### src/rtl/fp_rnd_pipe.sv
// fp_rnd_pipe: two-stage rounding, renormalisation and packing of an unrounded float with valid/ready flow control
// Ports:
//   clk, rst_n                  clock (rising edge) and asynchronous active-low reset
//   in_valid_i / in_ready_o     input handshake
//   sig_i, expo_i, mant_i       sign, signed exponent, mantissa (hidden bit at MAN_W, carry at MAN_W+1)
//   rema_i, grs_i, rm_i         remainder, guard/round/sticky, rounding mode
//   snan_i .. diff_i            special-case qualifiers
//   out_valid_o / out_ready_i   output handshake
//   result_o, flags_o           packed result and {NV,DZ,OF,UF,NX}
//   flush_i, flags_clr_i        drop in-flight items / clear sticky flags
//   acc_flags_o                 sticky accumulation of emitted flags
module fp_rnd_pipe #(
    parameter int EXP_W = 8,
    parameter int MAN_W = 23
) (
    input  logic                 clk,
    input  logic                 rst_n,
    input  logic                 in_valid_i,
    output logic                 in_ready_o,
    input  logic                 sig_i,
    input  logic [EXP_W+2:0]     expo_i,
    input  logic [MAN_W+1:0]     mant_i,
    input  logic [1:0]           rema_i,
    input  logic [2:0]           grs_i,
    input  logic [2:0]           rm_i,
    input  logic                 snan_i,
    input  logic                 qnan_i,
    input  logic                 dbz_i,
    input  logic                 inf_i,
    input  logic                 zero_i,
    input  logic                 diff_i,
    output logic                 out_valid_o,
    input  logic                 out_ready_i,
    output logic [EXP_W+MAN_W:0] result_o,
    output logic [4:0]           flags_o,
    input  logic                 flush_i,
    input  logic                 flags_clr_i,
    output logic [4:0]           acc_flags_o
);
    localparam int RW = 1 + EXP_W + MAN_W;
    localparam int XW = EXP_W + 3;
    localparam int MW = MAN_W + 2;
    localparam logic signed [XW-1:0] EMAX = XW'((1 << EXP_W) - 2);

    typedef struct packed {
        logic          sig;
        logic [XW-1:0] expo;
        logic [MW-1:0] mant;
        logic          rnddn;
        logic          uf;
        logic          nx;
        logic [4:0]    spec;
    } s1_t;

    s1_t           s1_d, s1_q;
    logic          s1_valid_d, s1_valid_q, s2_valid_d, s2_valid_q;
    logic [RW-1:0] result_d, result_q, res;
    logic [4:0]    flags_d, flags_q, flg, acc_d, acc_q;
    logic          s2_en, accept;
    logic          nx, odd, rndup, rnddn, sig_r, sub_up, uf;
    logic [MW-1:0] mant_inc;
    logic          carry;
    logic signed [XW-1:0] expo_n;
    logic [MAN_W-1:0] frac;

    assign s2_en       = ~s2_valid_q | out_ready_i;
    assign in_ready_o  = ~s1_valid_q | s2_en;
    assign accept      = in_valid_i & in_ready_o;
    assign out_valid_o = s2_valid_q;
    assign result_o    = result_q;
    assign flags_o     = flags_q;
    assign acc_flags_o = acc_q;

    assign nx  = (rema_i != 2'd0) | (grs_i != 3'd0);
    assign odd = mant_i[0] | grs_i[1] | grs_i[0] | (rema_i == 2'd1);

    // Directed modes only adjust away from zero for the matching sign; RDN turns an exact x-x into -0.
    always_comb begin
        rndup = 1'b0;
        rnddn = 1'b0;
        sig_r = sig_i;
        case (rm_i)
            3'd0: rndup = grs_i[2] & odd;
            3'd1: rnddn = 1'b1;
            3'd2: begin
                if (sig_i & nx) rndup = 1'b1;
                else if (~sig_i & zero_i & diff_i) sig_r = 1'b1;
                else if (~sig_i) rnddn = 1'b1;
            end
            3'd3: begin
                if (~sig_i & nx) rndup = 1'b1;
                else if (sig_i) rnddn = 1'b1;
            end
            3'd4: rndup = grs_i[2] & nx;
            default: ;
        endcase
    end

    assign mant_inc = mant_i + {{(MW-1){1'b0}}, rndup};
    // A subnormal rounding into the hidden bit becomes the smallest normal; tininess is judged before rounding
    // except when the discarded bits alone already carried it over.
    assign sub_up = (expo_i == '0) & rndup & mant_inc[MAN_W];
    assign uf = (expo_i == '0) &
                (sub_up ? ~(grs_i[2] & grs_i[1]) & ~((grs_i == 3'd5) & ((rm_i == 3'd2) | (rm_i == 3'd3))) : nx);

    always_comb begin
        s1_d = s1_q;
        if (accept) begin
            s1_d.sig   = sig_r;
            s1_d.expo  = sub_up ? XW'(1) : expo_i;
            s1_d.mant  = mant_inc;
            s1_d.rnddn = rnddn;
            s1_d.uf    = uf;
            s1_d.nx    = nx;
            s1_d.spec  = {snan_i, qnan_i, dbz_i, inf_i, zero_i};
        end
    end

    assign carry  = s1_q.mant[MW-1];
    assign expo_n = s1_q.expo + XW'(carry);
    assign frac   = carry ? s1_q.mant[MAN_W:1] : s1_q.mant[MAN_W-1:0];

    always_comb begin
        res = {s1_q.sig, expo_n[EXP_W-1:0], frac};
        flg = {3'b000, s1_q.uf, s1_q.nx};
        if (s1_q.spec[4]) begin
            res = {1'b0, {EXP_W{1'b1}}, 1'b1, {(MAN_W-1){1'b0}}};
            flg = 5'b10000;
        end else if (s1_q.spec[3]) begin
            res = {1'b0, {EXP_W{1'b1}}, 1'b1, {(MAN_W-1){1'b0}}};
            flg = 5'b00000;
        end else if (s1_q.spec[2]) begin
            res = {s1_q.sig, {EXP_W{1'b1}}, {MAN_W{1'b0}}};
            flg = 5'b01000;
        end else if (s1_q.spec[1]) begin
            res = {s1_q.sig, {EXP_W{1'b1}}, {MAN_W{1'b0}}};
            flg = 5'b00000;
        end else if (s1_q.spec[0]) begin
            res = {s1_q.sig, {(RW-1){1'b0}}};
            flg = 5'b00000;
        end else if (s1_q.rnddn & (expo_n > EMAX)) begin
            // Rounding toward zero saturates to the largest finite value instead of infinity.
            res = {s1_q.sig, EMAX[EXP_W-1:0], {MAN_W{1'b1}}};
            flg = 5'b00101;
        end else if (expo_n > EMAX) begin
            res = {s1_q.sig, {EXP_W{1'b1}}, {MAN_W{1'b0}}};
            flg = 5'b00101;
        end
    end

    assign s1_valid_d = flush_i ? 1'b0 : (in_ready_o ? in_valid_i : s1_valid_q);
    assign s2_valid_d = flush_i ? 1'b0 : (s2_en ? s1_valid_q : s2_valid_q);
    assign result_d   = (s2_en & s1_valid_q) ? res : result_q;
    assign flags_d    = (s2_en & s1_valid_q) ? flg : flags_q;
    assign acc_d      = (flags_clr_i ? 5'd0 : acc_q) | ((s2_valid_q & out_ready_i) ? flags_q : 5'd0);

    always_ff @(posedge clk or negedge rst_n) begin
        if (!rst_n) begin
            s1_valid_q <= 1'b0;
            s2_valid_q <= 1'b0;
            s1_q       <= '0;
            result_q   <= '0;
            flags_q    <= '0;
            acc_q      <= '0;
        end else begin
            s1_valid_q <= s1_valid_d;
            s2_valid_q <= s2_valid_d;
            s1_q       <= s1_d;
            result_q   <= result_d;
            flags_q    <= flags_d;
            acc_q      <= acc_d;
        end
    end
endmodule

### config.mk
export PLATFORM = sky130hd
export DESIGN_NAME = fp_rnd_pipe
export DESIGN_NICKNAME = d
export VERILOG_FILES = /design/src/rtl/fp_rnd_pipe.sv
export SDC_FILE = /design/constraint.sdc
export NUM_CORES = 1
export LEC_CHECK = 0
export CAP_MARGIN = 20
export CORE_MARGIN = 2
export CORE_UTILIZATION = 50
export CTS_CLUSTER_DIAMETER = 50
export DETAILED_ROUTE_END_ITERATION = 8
export MAX_ROUTING_LAYER = met4
export PLACE_DENSITY_LB_ADDON = 0.2
export SLEW_MARGIN = 5
export SYNTH_ARGS = -nofsm -noshare
export SYNTH_HDL_FRONTEND = slang
export SYNTH_SLANG_ARGS = --single-unit
### constraint.sdc
create_clock -name clk -period 3.45 [get_ports clk]
set_input_delay 0.69 -clock clk [delete_from_list [all_inputs] [get_ports clk]]
set_output_delay 0.69 -clock clk [all_outputs]
set_load 0.005 [all_outputs]
==> impl.org <==
** Floorplan
- Die Footprint :: 10400 um2
- Floorplan Core Area :: 9280 um2
- I/O pin count :: 101
- Initial core utilization :: 51.8%
- Die Span Y :: 102 um
- Row count :: 35
- Die Width :: 102 um

** Layout
- 0 antenna diodes ended up in the layout.
- Footprint of the multi-input gates :: 2380 um2
- In the final design database the tool counted 645 nets.
- Sequential cell area :: 2230 um2
- The library cells used most frequently in the layout, excluding fill and tap cells, are 99 x sky130_fd_sc_hd__clkdlybuf4s50_1, 89 x sky130_fd_sc_hd__dfrtp_1, 78 x sky130_fd_sc_hd__nand2_1.
- Most common library cell in the layout ignoring fill and taps :: sky130_fd_sc_hd__clkdlybuf4s50_1
- In the final layout, the share of cells above drive strength 1 is 17.3%.
- Relative to the synthesized area, the layout overhead comes to 28.3%.
- Fill cells in the final layout number 772.

** Yosys
- Synthesis produced a netlist with a net count of 544.
- Predominant post-synthesis flop cell :: sky130_fd_sc_hd__dfrtp_1
- Synthesis produced 483 cells.
- During synthesis, Yosys emitted a total of 0 warnings.
- Number of flops mapped to enable cells by yosys :: 0
- Summing every instance area after synthesis gives 4810 um2.
- Sequential cell area fraction in the yosys report :: 46.3%
- Counting flops with an async set or reset pin after synthesis yields a share of 100%.
- Synth cell types :: 50
- Dividing the synthesized area by the synthesized cell count gives 9.95 um2.
- Seq cells post-synth :: 89

** Routing
- For this run, design rule violations remaining after detail routing come to 0.
- After detailed routing, the average wire length per cell comes to 14.8 um.
- Via count normalized by instance count :: 5.34
- The final layout contains routed wiring with a total length of 10600 um.
- Detailed-router iteration count before antenna repair :: 4
- The detailed router finished its first iteration with 155 violations.
- Post-route ant nets :: 0
- Detailed routing inserted a total of 3836 vias.

** Timing
- The worst pin sits at a relative slew slack of 58.9%.
- Final worst clock skew :: 0.0112 ns
- Worst Setup Slack, final :: 0.465 ns
- The number of failing hold endpoints at the final stage was 0.
- Count of pins over their slew limit :: 0
- Dividing the final minimum period by the clock period gives 86.5%.
- Setup repair after global routing left no endpoint under its margin.
- Hold is met by 0.177 ns.
- Slew @ Worst Pin :: 0.615 ns
- The smallest clock period supported by the final layout is computed as 2.99 ns.
- Setup violations remaining at the end of the flow were counted as 0.
- Static timing analysis puts the maximum clock frequency at 0.335 GHz.
- Setup_tns :: 0 ns

** Global routing
- The first global-routing pass estimated 17500 um of wire.
- Routing usage on met2 :: 30.5%
- Pin count of the biggest net entering global routing :: 90
- The total overflow left after global routing is 0.
- Overall fraction of global-route tracks in use :: 22.2%
- The initial antenna violation count came to 0.
- After global routing, the most crowded layer is met1.
- Global-route met3 utilization :: 3.56%
- The via count of the first global-routing pass is 3577.
- For met1 alone, demand over resource in global routing was 33.7%.

** Job
- Max cap viols :: 0

** Worst hold path
- In this run the worst hold path is classified as input port to async pin.

** CTS
- CTS tree :: yes
- Clock-pin slew of the registers on the worst-case setup and hold paths :: 0.09 ns
- Worst-Skew Late Latency :: 0.36 ns
- Counting the buffers created by CTS gives 9.
- Clock Sink Count :: 89
- Counting along the longest clock path gives a buffer depth of 2.
- Post CTS Setup Buffer Count :: 0
- Gates resized during post-CTS repair numbered 0.
- Root buffer cell :: sky130_fd_sc_hd__clkbuf_8
- The H-tree generated during clock tree synthesis spans 3 levels.
- Count of hold-fix buffers inserted at cts :: 0

** Placed design
- Setup Slack @ Placement :: 0.0757 ns
- During placement, the flow inserted port buffers numbering 100.
- HPWL after DPL :: 8010 um
- Weighted congestion reported at the end of routability-driven placement :: 0.853

** Power and ir drop
- Power spread over the standard cell area amounts to 379 nW/um2.
- The worst-case IR drop observed on VDD is 0.210 mV.
- Reported leakage power :: 2.45 nW

** Critical path
- Type of element launching the critical path :: input port
- Biggest fanout along the worst timing path :: 5
- Kind of critical path :: input port to flop
- Endpoint required time on the critical path :: 3.73 ns
- Crit path DAT :: 3.27 ns
- The worst setup path is captured at a flop.
- Buffering stage count on the worst path with inverters included :: 1
- The largest single stage delay on the critical path is 0.49 ns.
- Cell at the slowest stage of the critical path :: sky130_fd_sc_hd__clkdlybuf4s50_1
- Traced cell by cell, the critical path runs through clkdlybuf4s50_1 > or4_1 > nor2_1 > o32ai_1 > ha_1 > ha_1 > nand2_1 > or3_1 > nor2_1 > nand4_1 > xor2_1 > o21ai_1.
- Among cell families on the critical path, the largest total delay comes from simple AND/OR/NAND/NOR gates.

** Outcome
- The flow ran to the end, and the final reports show no timing, DRC or antenna violations.
-- logic make-up after synthesis --
kind of cell               Yosys count  share of synthesized area, %
and+or+nand+nor                    197                          20.1
DFF                                 89                          46.3
AOI/OAI and AO/OA                  106                          18.5
adders and majority gates            4                          1.04
buffers and inverters               39                          4.32
xor gates and xnor gates            30                          5.47
muxes                               18                          4.19
-- metrics by stage --
stage	util, %	area, um2	power, mW	std cells
after floorplan	-	4810	1.49	483
after global placement	63.9	5940	1.69	700
after detailed placement	63.9	5940	1.71	700
after CTS	65.8	6110	2.35	716
after global routing	66.4	6170	2.46	718
final	66.4	6170	2.34	718
-- flip-flops by register name, summed over array words and instances, names as in the netlist --
name and flops:
acc_flags_o 5, carry 1, flags_o 5, out_valid_o 1, result_o 32, s1_q 44, s1_valid_q 1
-- final timing paths --
check	from	depth (start not counted)	slack (ns)	endpoint
max in group asynchronous	rst_n	2	2.66	s1_q[13]
min in group clk	result_o[10]	2	0.48	result_o[10]
hold reg to reg	result_o[10]	2	0.48	result_o[10]
setup / recovery	grs_i[2]	12	0.46	carry
setup reg to reg	s1_q[33]	9	0.96	result_o[3]
hold / removal	rst_n	1	0.18	flags_o[4]
-- routing by layer --
metal  part of all wire [%]  up-vias  wire [um]
met1                     51     1806       5380
met2                     43      105       4530
met4                    1.6        0        174
met5                      0        -          0
met3                    4.9       15        521
li1                       -     1910          -
-- worst register-to-register path, cell delays in order, from the launching register on --
cell                       delay [ns]
sky130_fd_sc_hd__dfrtp_1         0.38
sky130_fd_sc_hd__ha_1            0.24
sky130_fd_sc_hd__ha_1            0.23
sky130_fd_sc_hd__nand3_2         0.15
sky130_fd_sc_hd__nor3_2          0.07
sky130_fd_sc_hd__or3_1           0.30
sky130_fd_sc_hd__a32o_2          0.24
sky130_fd_sc_hd__buf_4           0.25
sky130_fd_sc_hd__a221oi_1        0.45
sky130_fd_sc_hd__o21ai_2         0.08
-- final cells by class --
class / instances / area share (%)
multi-input cells: 355 / 38.6
flip-flops and latches: 89 / 36.1
repair buffers: 116 / 19.0
well taps: 129 / 2.62
clock buffers: 9 / 2.01
clock inverters: 7 / 0.852
inverters: 13 / 0.791
-- synthesized netlist by cell type (2+ instances only) --
cell,number,share of area [%]
sky130_fd_sc_hd__nand2_1,79,6.2
sky130_fd_sc_hd__a311oi_2,4,1.2
sky130_fd_sc_hd__xor2_1,17,3.1
sky130_fd_sc_hd__nand3_1,21,2.2
sky130_fd_sc_hd__nor4_1,3,0.39
sky130_fd_sc_hd__nor2_1,26,2.0
sky130_fd_sc_hd__xnor2_1,13,2.4
sky130_fd_sc_hd__o211ai_1,2,0.31
sky130_fd_sc_hd__a21oi_1,7,0.73
sky130_fd_sc_hd__o21ai_1,9,0.94
sky130_fd_sc_hd__or3_1,5,0.65
sky130_fd_sc_hd__and2_1,4,0.52
sky130_fd_sc_hd__nand4_1,7,0.91
sky130_fd_sc_hd__o21ai_0,29,3.0
sky130_fd_sc_hd__mux2_2,17,4.0
sky130_fd_sc_hd__a221oi_1,5,0.91
sky130_fd_sc_hd__o21ai_2,20,3.6
sky130_fd_sc_hd__a311oi_1,3,0.55
sky130_fd_sc_hd__inv_1,13,1.0
sky130_fd_sc_hd__clkbuf_1,13,1.0
sky130_fd_sc_hd__a221oi_2,17,5.3
sky130_fd_sc_hd__nand3b_1,2,0.31
sky130_fd_sc_hd__dfrtp_1,89,46
sky130_fd_sc_hd__nor2b_1,26,3.4
sky130_fd_sc_hd__nor3_2,2,0.42
sky130_fd_sc_hd__ha_1,4,1.0
sky130_fd_sc_hd__nand2b_1,2,0.26
sky130_fd_sc_hd__or4_1,4,0.62
sky130_fd_sc_hd__and3_1,5,0.65
sky130_fd_sc_hd__nor3_1,5,0.52
sky130_fd_sc_hd__buf_6,7,1.6
sky130_fd_sc_hd__o31ai_1,2,0.31
sky130_fd_sc_hd__buf_2,4,0.42
-- where the power goes --
| part | internal [mW] | switching [mW] | leakage, nW | total (mW) |
|---|---|---|---|---|
| registers | 1.12 | 0.0743 | 1.10 | 1.19 |
| logic | 0.250 | 0.246 | 1.25 | 0.496 |
| clock network | 0.268 | 0.380 | 0.0904 | 0.648 |
Power figures use the tool's default switching activity.
